<file path="config.mk">
export PLATFORM = sky130hd
export DESIGN_NAME = cordic_stage_flat
export DESIGN_NICKNAME = d
export VERILOG_FILES = /design/src/rtl/cordic_stage_if.sv /design/src/rtl/cordic_stage.sv /design/src/flat_wrapper.sv
export SDC_FILE = /design/constraint.sdc
export NUM_CORES = 1
export LEC_CHECK = 0
export CAP_MARGIN = 40
export CORE_MARGIN = 10
export CORE_UTILIZATION = 56
export DETAILED_ROUTE_END_ITERATION = 8
export GPL_TIMING_DRIVEN = 0
export PLACE_DENSITY = 0.82
export SYNTH_ARGS = -nofsm -noshare
export SYNTH_HDL_FRONTEND = slang
export SYNTH_SLANG_ARGS = --single-unit
</file>
<file path="constraint.sdc">
create_clock -name i_clk -period 9.5 [get_ports i_clk]
set_input_delay 1.9 -clock i_clk [delete_from_list [all_inputs] [get_ports i_clk]]
set_output_delay 1.9 -clock i_clk [all_outputs]
set_load 0.03 [all_outputs]
</file>
<file path="src/rtl/cordic_stage_if.sv">
// Handshake/state bundle between a CORDIC iteration controller (master) and one registered stage (slave).
interface cordic_stage_if #(
    parameter int unsigned p_WIDTH   = 32,
    parameter int unsigned p_SHIFT_W = 5
);
    logic                 i_valid;
    logic [p_WIDTH-1:0]   i_xprev;
    logic [p_WIDTH-1:0]   i_yprev;
    logic [p_WIDTH-1:0]   i_zprev;
    logic                 i_dprev;
    logic                 i_mode;
    logic [p_WIDTH-1:0]   i_lut;
    logic [p_SHIFT_W-1:0] i_shift_amnt;

    logic [p_WIDTH-1:0]   o_xnext;
    logic [p_WIDTH-1:0]   o_ynext;
    logic [p_WIDTH-1:0]   o_znext;
    logic                 o_dnext;
    logic                 o_valid;

    modport master (
        output i_valid, i_xprev, i_yprev, i_zprev, i_dprev, i_mode, i_lut, i_shift_amnt,
        input  o_xnext, o_ynext, o_znext, o_dnext, o_valid
    );

    modport slave (
        input  i_valid, i_xprev, i_yprev, i_zprev, i_dprev, i_mode, i_lut, i_shift_amnt,
        output o_xnext, o_ynext, o_znext, o_dnext, o_valid
    );
endinterface

</file>
<file path="src/rtl/cordic_stage.sv">
// One registered CORDIC iteration (circular/linear, rotation mode) with 1-cycle latency.
// Optional macro CORDIC_SATURATE_EN: x/y saturate on signed overflow instead of wrapping.
module cordic_stage #(
    parameter int unsigned p_WIDTH   = 32,
    parameter int unsigned p_SHIFT_W = 5
) (
    input  logic           i_clk,
    input  logic           i_rst,
    cordic_stage_if.slave  bus
);
    localparam int unsigned W = p_WIDTH;

    // x/y add-subtract; z never goes through here because angle wrap is legal
    function automatic logic [W-1:0] add_xy(input logic [W-1:0] a, input logic [W-1:0] b,
                                            input logic sub);
`ifdef CORDIC_SATURATE_EN
        logic [W:0] sum;
        sum = sub ? ({a[W-1], a} - {b[W-1], b}) : ({a[W-1], a} + {b[W-1], b});
        if (sum[W] != sum[W-1])
            return sum[W] ? {1'b1, {(W-1){1'b0}}} : {1'b0, {(W-1){1'b1}}};
        return sum[W-1:0];
`else
        return sub ? (a - b) : (a + b);
`endif
    endfunction

    logic [p_SHIFT_W-1:0] shift_c;
    logic signed [W-1:0]  xs_c;
    logic signed [W-1:0]  ys_c;
    logic [W-1:0]         xn_c;
    logic [W-1:0]         yn_c;
    logic [W-1:0]         zn_c;

    assign shift_c = bus.i_shift_amnt;

    always_comb begin
        xs_c = '0;
        ys_c = '0;
        xn_c = bus.i_xprev;
        yn_c = bus.i_yprev;
        zn_c = bus.i_zprev;

        // Oversized shifts collapse to pure sign extension
        if (32'(shift_c) >= W) begin
            xs_c = {W{bus.i_xprev[W-1]}};
            ys_c = {W{bus.i_yprev[W-1]}};
        end else begin
            xs_c = $signed(bus.i_xprev) >>> shift_c;
            ys_c = $signed(bus.i_yprev) >>> shift_c;
        end

        if (bus.i_mode)
            xn_c = add_xy(bus.i_xprev, ys_c, bus.i_dprev);
        yn_c = add_xy(bus.i_yprev, xs_c, ~bus.i_dprev);
        zn_c = bus.i_dprev ? (bus.i_zprev - bus.i_lut) : (bus.i_zprev + bus.i_lut);
    end

    // Output registers; reset wins over a valid input on the same edge
    always_ff @(posedge i_clk) begin
        if (i_rst) begin
            bus.o_xnext <= '0;
            bus.o_ynext <= '0;
            bus.o_znext <= '0;
            bus.o_dnext <= 1'b1;
            bus.o_valid <= 1'b0;
        end else begin
            bus.o_valid <= bus.i_valid;
            if (bus.i_valid) begin
                bus.o_xnext <= xn_c;
                bus.o_ynext <= yn_c;
                bus.o_znext <= zn_c;
                bus.o_dnext <= ~zn_c[W-1];
            end
        end
    end
endmodule

</file>
<file path="src/flat_wrapper.sv">
// flat-port wrapper written by rule: the top's interface ports become plain ports
module cordic_stage_flat 
#(
    parameter int unsigned p_WIDTH   = 32,
    parameter int unsigned p_SHIFT_W = 5
)
  (i_clk, i_rst, bus_i_valid, bus_i_xprev, bus_i_yprev, bus_i_zprev, bus_i_dprev, bus_i_mode, bus_i_lut, bus_i_shift_amnt, bus_o_xnext, bus_o_ynext, bus_o_znext, bus_o_dnext, bus_o_valid);
  cordic_stage_if #(.p_WIDTH(p_WIDTH), .p_SHIFT_W(p_SHIFT_W)) bus_i ();
  input  logic i_clk;
  input  logic i_rst;
  input wire logic [$bits(bus_i.i_valid)-1:0] bus_i_valid;
  input wire logic [$bits(bus_i.i_xprev)-1:0] bus_i_xprev;
  input wire logic [$bits(bus_i.i_yprev)-1:0] bus_i_yprev;
  input wire logic [$bits(bus_i.i_zprev)-1:0] bus_i_zprev;
  input wire logic [$bits(bus_i.i_dprev)-1:0] bus_i_dprev;
  input wire logic [$bits(bus_i.i_mode)-1:0] bus_i_mode;
  input wire logic [$bits(bus_i.i_lut)-1:0] bus_i_lut;
  input wire logic [$bits(bus_i.i_shift_amnt)-1:0] bus_i_shift_amnt;
  output wire logic [$bits(bus_i.o_xnext)-1:0] bus_o_xnext;
  output wire logic [$bits(bus_i.o_ynext)-1:0] bus_o_ynext;
  output wire logic [$bits(bus_i.o_znext)-1:0] bus_o_znext;
  output wire logic [$bits(bus_i.o_dnext)-1:0] bus_o_dnext;
  output wire logic [$bits(bus_i.o_valid)-1:0] bus_o_valid;
  assign bus_i.i_valid = bus_i_valid;
  assign bus_i.i_xprev = bus_i_xprev;
  assign bus_i.i_yprev = bus_i_yprev;
  assign bus_i.i_zprev = bus_i_zprev;
  assign bus_i.i_dprev = bus_i_dprev;
  assign bus_i.i_mode = bus_i_mode;
  assign bus_i.i_lut = bus_i_lut;
  assign bus_i.i_shift_amnt = bus_i_shift_amnt;
  assign bus_o_xnext = bus_i.o_xnext;
  assign bus_o_ynext = bus_i.o_ynext;
  assign bus_o_znext = bus_i.o_znext;
  assign bus_o_dnext = bus_i.o_dnext;
  assign bus_o_valid = bus_i.o_valid;
  cordic_stage #(.p_WIDTH(p_WIDTH), .p_SHIFT_W(p_SHIFT_W)) u_core (.i_clk(i_clk), .i_rst(i_rst), .bus(bus_i));
endmodule
</file>
Word-level counts from Yosys, hierarchy flattened
Index checks and enable logic that the tools add are counted.
Widths: inputs -> output; s select.
{"block": "totals", "register_bits": 98, "wordCells": 18, "input_bits": 138, "output_inout_bits": 98}
{"block": "classes", "n_shift": 2, "mux": 4, "bitwise_logic": 1, "addsub": 6}
{"op": "$mux 32", "count": 4}
{"op": "$add 32x32->32", "count": 3}
{"op": "$sub 32x32->32", "count": 3}
{"op": "$sshr 32x5->32", "count": 2}
{"op": "$not 1->1", "count": 1}

Longest topological paths before layout
{"block": "logic_depth", "ltp_word": 4, "mapped_depth": 29}

Worst setup path after synthesis
OpenSTA, ideal clock, no wires.
{"block": "synth_path", "path_type": "input to register", "startpoint": "input port bus_i_shift_amnt[0]", "endpoint": "register u_core.bus.o_xnext[31]", "path_buffers": 5, "arrival_ps": 7228, "t_required_ps": 9437, "slack_ps": 2209, "setup_time_ps": 63, "path_stages": 27, "cell_sequence": "buf_4 -> buf_6 -> buf_6 -> buf_4 -> buf_6 -> mux4_2 -> mux2i_1 -> o22ai_1 -> nor3_2 -> ha_1 -> o211a_1 -> nand4_2 -> nor4b_4 -> and2_2 -> a21oi_1 -> xor2_1 -> ha_1 -> a21o_1 -> a21o_1 -> a21oi_1 -> o211ai_1 -> a2111oi_0 -> nor3_1 -> a211oi_1 -> o21bai_1 -> a221o_1 -> nand3_1"}
{"block": "synth_via", "elab_chain_len": 4, "word_cells_on_any_way": 5, "classes_between": "add/sub: 2; shift: 1; mux: 2"}
{"item": "start: declaration", "line_no": "flat_wrapper.sv:18", "text": "input wire logic [$bits(bus_i.i_shift_amnt)-1:0] bus_i_shift_amnt;"}
{"item": "$sshr 32x5->32 *", "line_no": "cordic_stage.sv:49", "text": "ys_c = $signed(bus.i_yprev) >>> shift_c;"}
{"item": "$add 32x32->32 or $sub 32x32->32 (tied branches)", "line_no": "cordic_stage.sv:23", "text": "return sub ? (a - b) : (a + b);"}
{"item": "$mux 32 *", "line_no": "cordic_stage.sv:23"}
{"item": "$mux 32 *", "line_no": "cordic_stage.sv:52", "text": "if (bus.i_mode)"}
{"item": "end signal: assignment", "line_no": "cordic_stage.sv:69", "text": "bus.o_xnext <= xn_c;"}
{"item": "end: declaration", "line_no": "cordic_stage_if.sv:28", "text": "output o_xnext, o_ynext, o_znext, o_dnext, o_valid"}
Mark *: on every way between the ends. The rest lies on a longest branch, timed or not.
A chain may end at the register's enable or synchronous reset.

Worst setup path after layout
{"block": "layout_path", "startpoint": "input port bus_i_shift_amnt[3]", "endpoint": "register u_core.bus.o_xnext[28]"}
Same word-level chain as after synthesis.

==> key figures <==
Timing
  – Worst-case clock skew: 0 ns
  – Period minus WS final: 8.99 ns
  – Crit share post-route: 94.7%
  – Final setup slack of the worst path: 0.506 ns
  – Fin. max-slew vios: 0
  – Relative slew slack: 28.3%
  – Number of setup violations in the final report: 0
  – Setup TNS Final: 0 ns
  – Hold Slack: 0.449 ns
  – Setup repair after global routing missed its margin: false
  – Worst Max-Slew Pin Slew: 1.07 ns
  – Achievable frequency: 111 MHz
  – Hold Fails Final Rpt: 0

Logic synthesis
  – Cell count after synthesis: 1783
  – Number of warning messages in the yosys log: 0
  – Mean cell area of the mapped netlist: 8.20 um^2
  – Total of flip-flops plus latches after synthesis: 98
  – Area share of the leading cell type in the synthesized netlist: 13.4%
  – Biggest area consumer among synthesized cells: sky130_fd_sc_hd__dfxtp_1
  – Summed instance area of the synthesized netlist: 0.0146 mm^2
  – Async set-reset flop share out of synthesis: 0%
  – Share of the yosys chip area belonging to registers: 13.4%
  – Number of synthesized flops with an enable pin: 0
  – Primary flip-flop cell chosen by synthesis mapping: sky130_fd_sc_hd__dfxtp_1
  – Mapped Nets: 2020
  – Cell types occupying the most area after synthesis: sky130_fd_sc_hd__dfxtp_1, sky130_fd_sc_hd__mux4_2, sky130_fd_sc_hd__ha_1, sky130_fd_sc_hd__xnor2_1, sky130_fd_sc_hd__mux2i_1
  – Number of different library cells in the post-synthesis netlist: 100

Routing
  – DRC Markers: 0
  – Total Routed Length: 65900 um
  – Vias after detailed routing: 16797
  – Number of nets with antenna violations after detailed routing: 0
  – DR pass1 iterations: 8
  – Number of design-rule violations left by the first detailed-router iteration: 2048
  – Per-cell routed wire length: 27.8 um
  – Vias per cell: 7.08

Clock network
  – Clock transition at the register clock pins on the worst setup and hold paths after CTS: 0.10 ns
  – Insertion delay of the later-clocked pin in the worst-skew pair: 0.38 ns
  – Setup Fix Bufs, Post-CTS: 0
  – Number of H-tree branching levels: 3
  – Clk Tree Root Cell: sky130_fd_sc_hd__clkbuf_16
  – Number of buffers inserted by hold repair at cts: 0
  – Largest buffer count on any clock path: 2
  – Clock tree from TritonCTS: yes
  – Post_cts resized: 0
  – TritonCTS buffer count: 9
  – Clock sink count: 98

Setup path
  – Number of cells on the worst reg-to-reg path: 2
  – Critical-path maximum fanout: 10
  – Required time at the worst-slack endpoint: 9.80 ns
  – Worst Setup EP: u_core.bus.o_xnext[28]$_SDFFE_PP0P_
  – Worst Setup End Kind: register
  – Critical path startpoint category: primary input
  – R2r endpoint: u_core.bus.o_ynext[28]$_SDFFE_PP0P_
  – Type of the worst setup path: in2reg
  – Startpoint of the worst register-to-register path: u_core.bus.o_ynext[28]$_SDFFE_PP0P_
  – Data arrival time of the critical path: 9.29 ns
  – Worst setup path start: bus_i_shift_amnt[3]
  – Internal reg-to-reg setup slack: 8.55 ns

GRT
  – Leftover overflow at the end of global routing: 0
  – Via count of the first global-routing pass: 16673
  – Maximum number of pins on one net before global-route repair: 22
  – Number of antenna violations at the first check in global routing: 2
  – GRT Util Overall: 38.0%
  – Global-route wire length before repair: 98500 um

Placed design
  – Count of port buffers added during placement: 233
  – Worst setup timing slack at the placement stage: 0.524 ns
  – Post-detail-place hpwl: 52500 um
  – Final weighted congestion in routability-driven placement: 1.04
  – Placed Cells incl. Taps: 2354

Power
  – Power per standard cell area: 143 mW/mm^2
  – Leakage component of the power: 7.22 nW
  – VDD IR-drop max: 0.111 mV

Final layout
  – Signed area change from the synthesized netlist to the final layout: 21.3%
  – Post-layout nets: 2269
  – Fraction of layout cells with a size suffix above 1: 9.43%
  – Final Instance Count excl. Fillers: 2373
  – Finished Core Util: 68.5%

Floorplan
  – Die extent in y: 182 um
  – Std-Cell Rows: 59
  – Core ar.: 0.0259 mm^2
  – Num ports: 236
  – Area enclosed by the die boundary: 0.0330 mm^2
  – Initial Utilization: 56.5%
  – Horizontal extent of the die: 182 um

Flow run
  – Max-cap violations: 0

Worst hold path
  – Worst hold path class: reg2reg

Run status
  – Status: finished, final reports clean
[report_power, final]
| group | internal [mW] | leakage, nW | switching (mW) |
|---|---|---|---|
| Combinational | 0.664 | 6.25 | 0.956 |
| Sequential | 0.472 | 0.812 | 0.0372 |
| Clock | 0.191 | 0.152 | 0.213 |
[cells in the mapped netlist, types with 41 or more instances]
library cell,number
sky130_fd_sc_hd__a211oi_1,49
sky130_fd_sc_hd__a21o_1,57
sky130_fd_sc_hd__a21oi_1,151
sky130_fd_sc_hd__clkbuf_1,51
sky130_fd_sc_hd__dfxtp_1,98
sky130_fd_sc_hd__ha_1,96
sky130_fd_sc_hd__mux2i_1,81
sky130_fd_sc_hd__mux4_2,82
sky130_fd_sc_hd__nand2_1,128
sky130_fd_sc_hd__nor2_1,204
sky130_fd_sc_hd__nor3_1,41
sky130_fd_sc_hd__o21ai_0,63
sky130_fd_sc_hd__xnor2_1,93
sky130_fd_sc_hd__xor2_1,58
[critical path, stage by stage]
cell                              delay (ns)
sky130_fd_sc_hd__clkdlybuf4s50_1        0.63
sky130_fd_sc_hd__buf_2                  0.31
sky130_fd_sc_hd__buf_4                  0.24
sky130_fd_sc_hd__buf_2                  0.25
sky130_fd_sc_hd__buf_2                  0.31
sky130_fd_sc_hd__mux4_2                 0.37
sky130_fd_sc_hd__mux2i_4                0.24
sky130_fd_sc_hd__nor2_1                 0.10
sky130_fd_sc_hd__nor3_2                 0.46
sky130_fd_sc_hd__ha_1                   0.30
sky130_fd_sc_hd__o211a_1                0.17
sky130_fd_sc_hd__nand4_2                0.19
sky130_fd_sc_hd__o41ai_1                0.51
sky130_fd_sc_hd__xor2_1                 0.17
sky130_fd_sc_hd__ha_1                   0.44
sky130_fd_sc_hd__and3_1                 0.23
sky130_fd_sc_hd__and3_1                 0.19
sky130_fd_sc_hd__and3_1                 0.15
sky130_fd_sc_hd__nand3_1                0.12
sky130_fd_sc_hd__and3_1                 0.26
sky130_fd_sc_hd__o41ai_1                0.80
sky130_fd_sc_hd__a2111o_1               0.34
sky130_fd_sc_hd__and4_1                 0.20
sky130_fd_sc_hd__o21ai_0                0.09
sky130_fd_sc_hd__a311oi_1               0.29
[registers in the layout (all words and copies together), names as in the netlist]
signal              count
u_core.bus.o_valid      1
u_core.bus.o_znext     32
u_core.bus.o_ynext     32
u_core.bus.o_xnext     32
u_core.bus.o_dnext      1
[cell type report]
| type | instances | area, um^2 |
|---|---|---|
| Antenna cell | 1 | 2.50 |
| Sequential cell | 98 | 1960 |
| Timing Repair Buffer | 238 | 2380 |
| Tap cell | 335 | 419 |
| Inverter | 44 | 165 |
| Clock inverter | 7 | 86.3 |
| Clock buffer | 9 | 225 |
| Multi-Input combinational cell | 1540 | 12000 |
| Fill cell | 2022 | 8170 |
| Buffer | 101 | 526 |
[per-stage QoR]
stage	instance area (um^2)	power (mW)
after floorplan	14600	1.56
after global placement	17400	2.04
after detailed placement	17400	2.08
after CTS	17700	2.48
after global routing	17700	2.65
final	17700	2.53
[logic make-up (layout without fill, tap and decap cells)]
group           after synthesis  count (layout)  share of synthesized area (%)
other cells                   0               1                              0
compound gates              545             545                           25.5
xor+xnor                    151             151                           9.04
buf+inv                     145             399                           4.72
mux                         182             182                           20.0
simple gates                563             563                           18.6
fa+ha+maj                    99              99                           8.62
flops                        98              98                           13.4
[worst min path at each step]
stage | startpoint | endpoint | depth (start not counted)
6_report | u_core.bus.o_znext[31]$_SDFFE_PP0P_ | u_core.bus.o_znext[31]$_SDFFE_PP0P_ | 2
5_1_grt | u_core.bus.o_znext[31]$_SDFFE_PP0P_ | u_core.bus.o_znext[31]$_SDFFE_PP0P_ | 2
4_1_cts | u_core.bus.o_znext[31]$_SDFFE_PP0P_ | u_core.bus.o_znext[31]$_SDFFE_PP0P_ | 2
3_5_place_dp | u_core.bus.o_znext[31]$_SDFFE_PP0P_ | u_core.bus.o_znext[31]$_SDFFE_PP0P_ | 2
3_3_place_gp | u_core.bus.o_znext[31]$_SDFFE_PP0P_ | u_core.bus.o_znext[31]$_SDFFE_PP0P_ | 2
2_1_floorplan | u_core.bus.o_znext[31]$_SDFFE_PP0P_ | u_core.bus.o_znext[31]$_SDFFE_PP0P_ | 2
[placed cells by master, fill, tap and decap left out, types with 24 or more instances in the layout]
| cell type | synthesis | routed |
|---|---|---|
| sky130_fd_sc_hd__a21oi_1 | 151 | 151 |
| sky130_fd_sc_hd__a21o_1 | 57 | 57 |
| sky130_fd_sc_hd__dfxtp_1 | 98 | 98 |
| sky130_fd_sc_hd__ha_1 | 96 | 96 |
| sky130_fd_sc_hd__clkbuf_1 | 51 | 51 |
| sky130_fd_sc_hd__inv_1 | 39 | 39 |
| sky130_fd_sc_hd__xor2_1 | 58 | 58 |
| sky130_fd_sc_hd__nand2_1 | 128 | 128 |
| sky130_fd_sc_hd__nor3_1 | 41 | 41 |
| sky130_fd_sc_hd__nand3_1 | 34 | 34 |
| sky130_fd_sc_hd__o21ai_0 | 63 | 63 |
| sky130_fd_sc_hd__mux2i_1 | 81 | 81 |
| sky130_fd_sc_hd__nor2_1 | 204 | 204 |
| sky130_fd_sc_hd__mux4_2 | 82 | 82 |
| sky130_fd_sc_hd__a31oi_1 | 30 | 30 |
| sky130_fd_sc_hd__clkdlybuf4s50_1 | 0 | 233 |
| sky130_fd_sc_hd__xnor2_1 | 93 | 93 |
| sky130_fd_sc_hd__a211oi_1 | 49 | 49 |
| sky130_fd_sc_hd__o21a_1 | 24 | 24 |
[per-layer routing]
layer  wire, um  share of wire (%)  GRT usage, %  vias to the layer above
li1           -                  -             -                     7291
met1      23100                 35          43.2                     7887
met2      30200                 46          61.7                     1295
met3       8430                 13          11.7                      320
met4       4200                6.4          22.1                        4
met5         33              0.050             0                        -
Power figures use the tool's default switching activity.
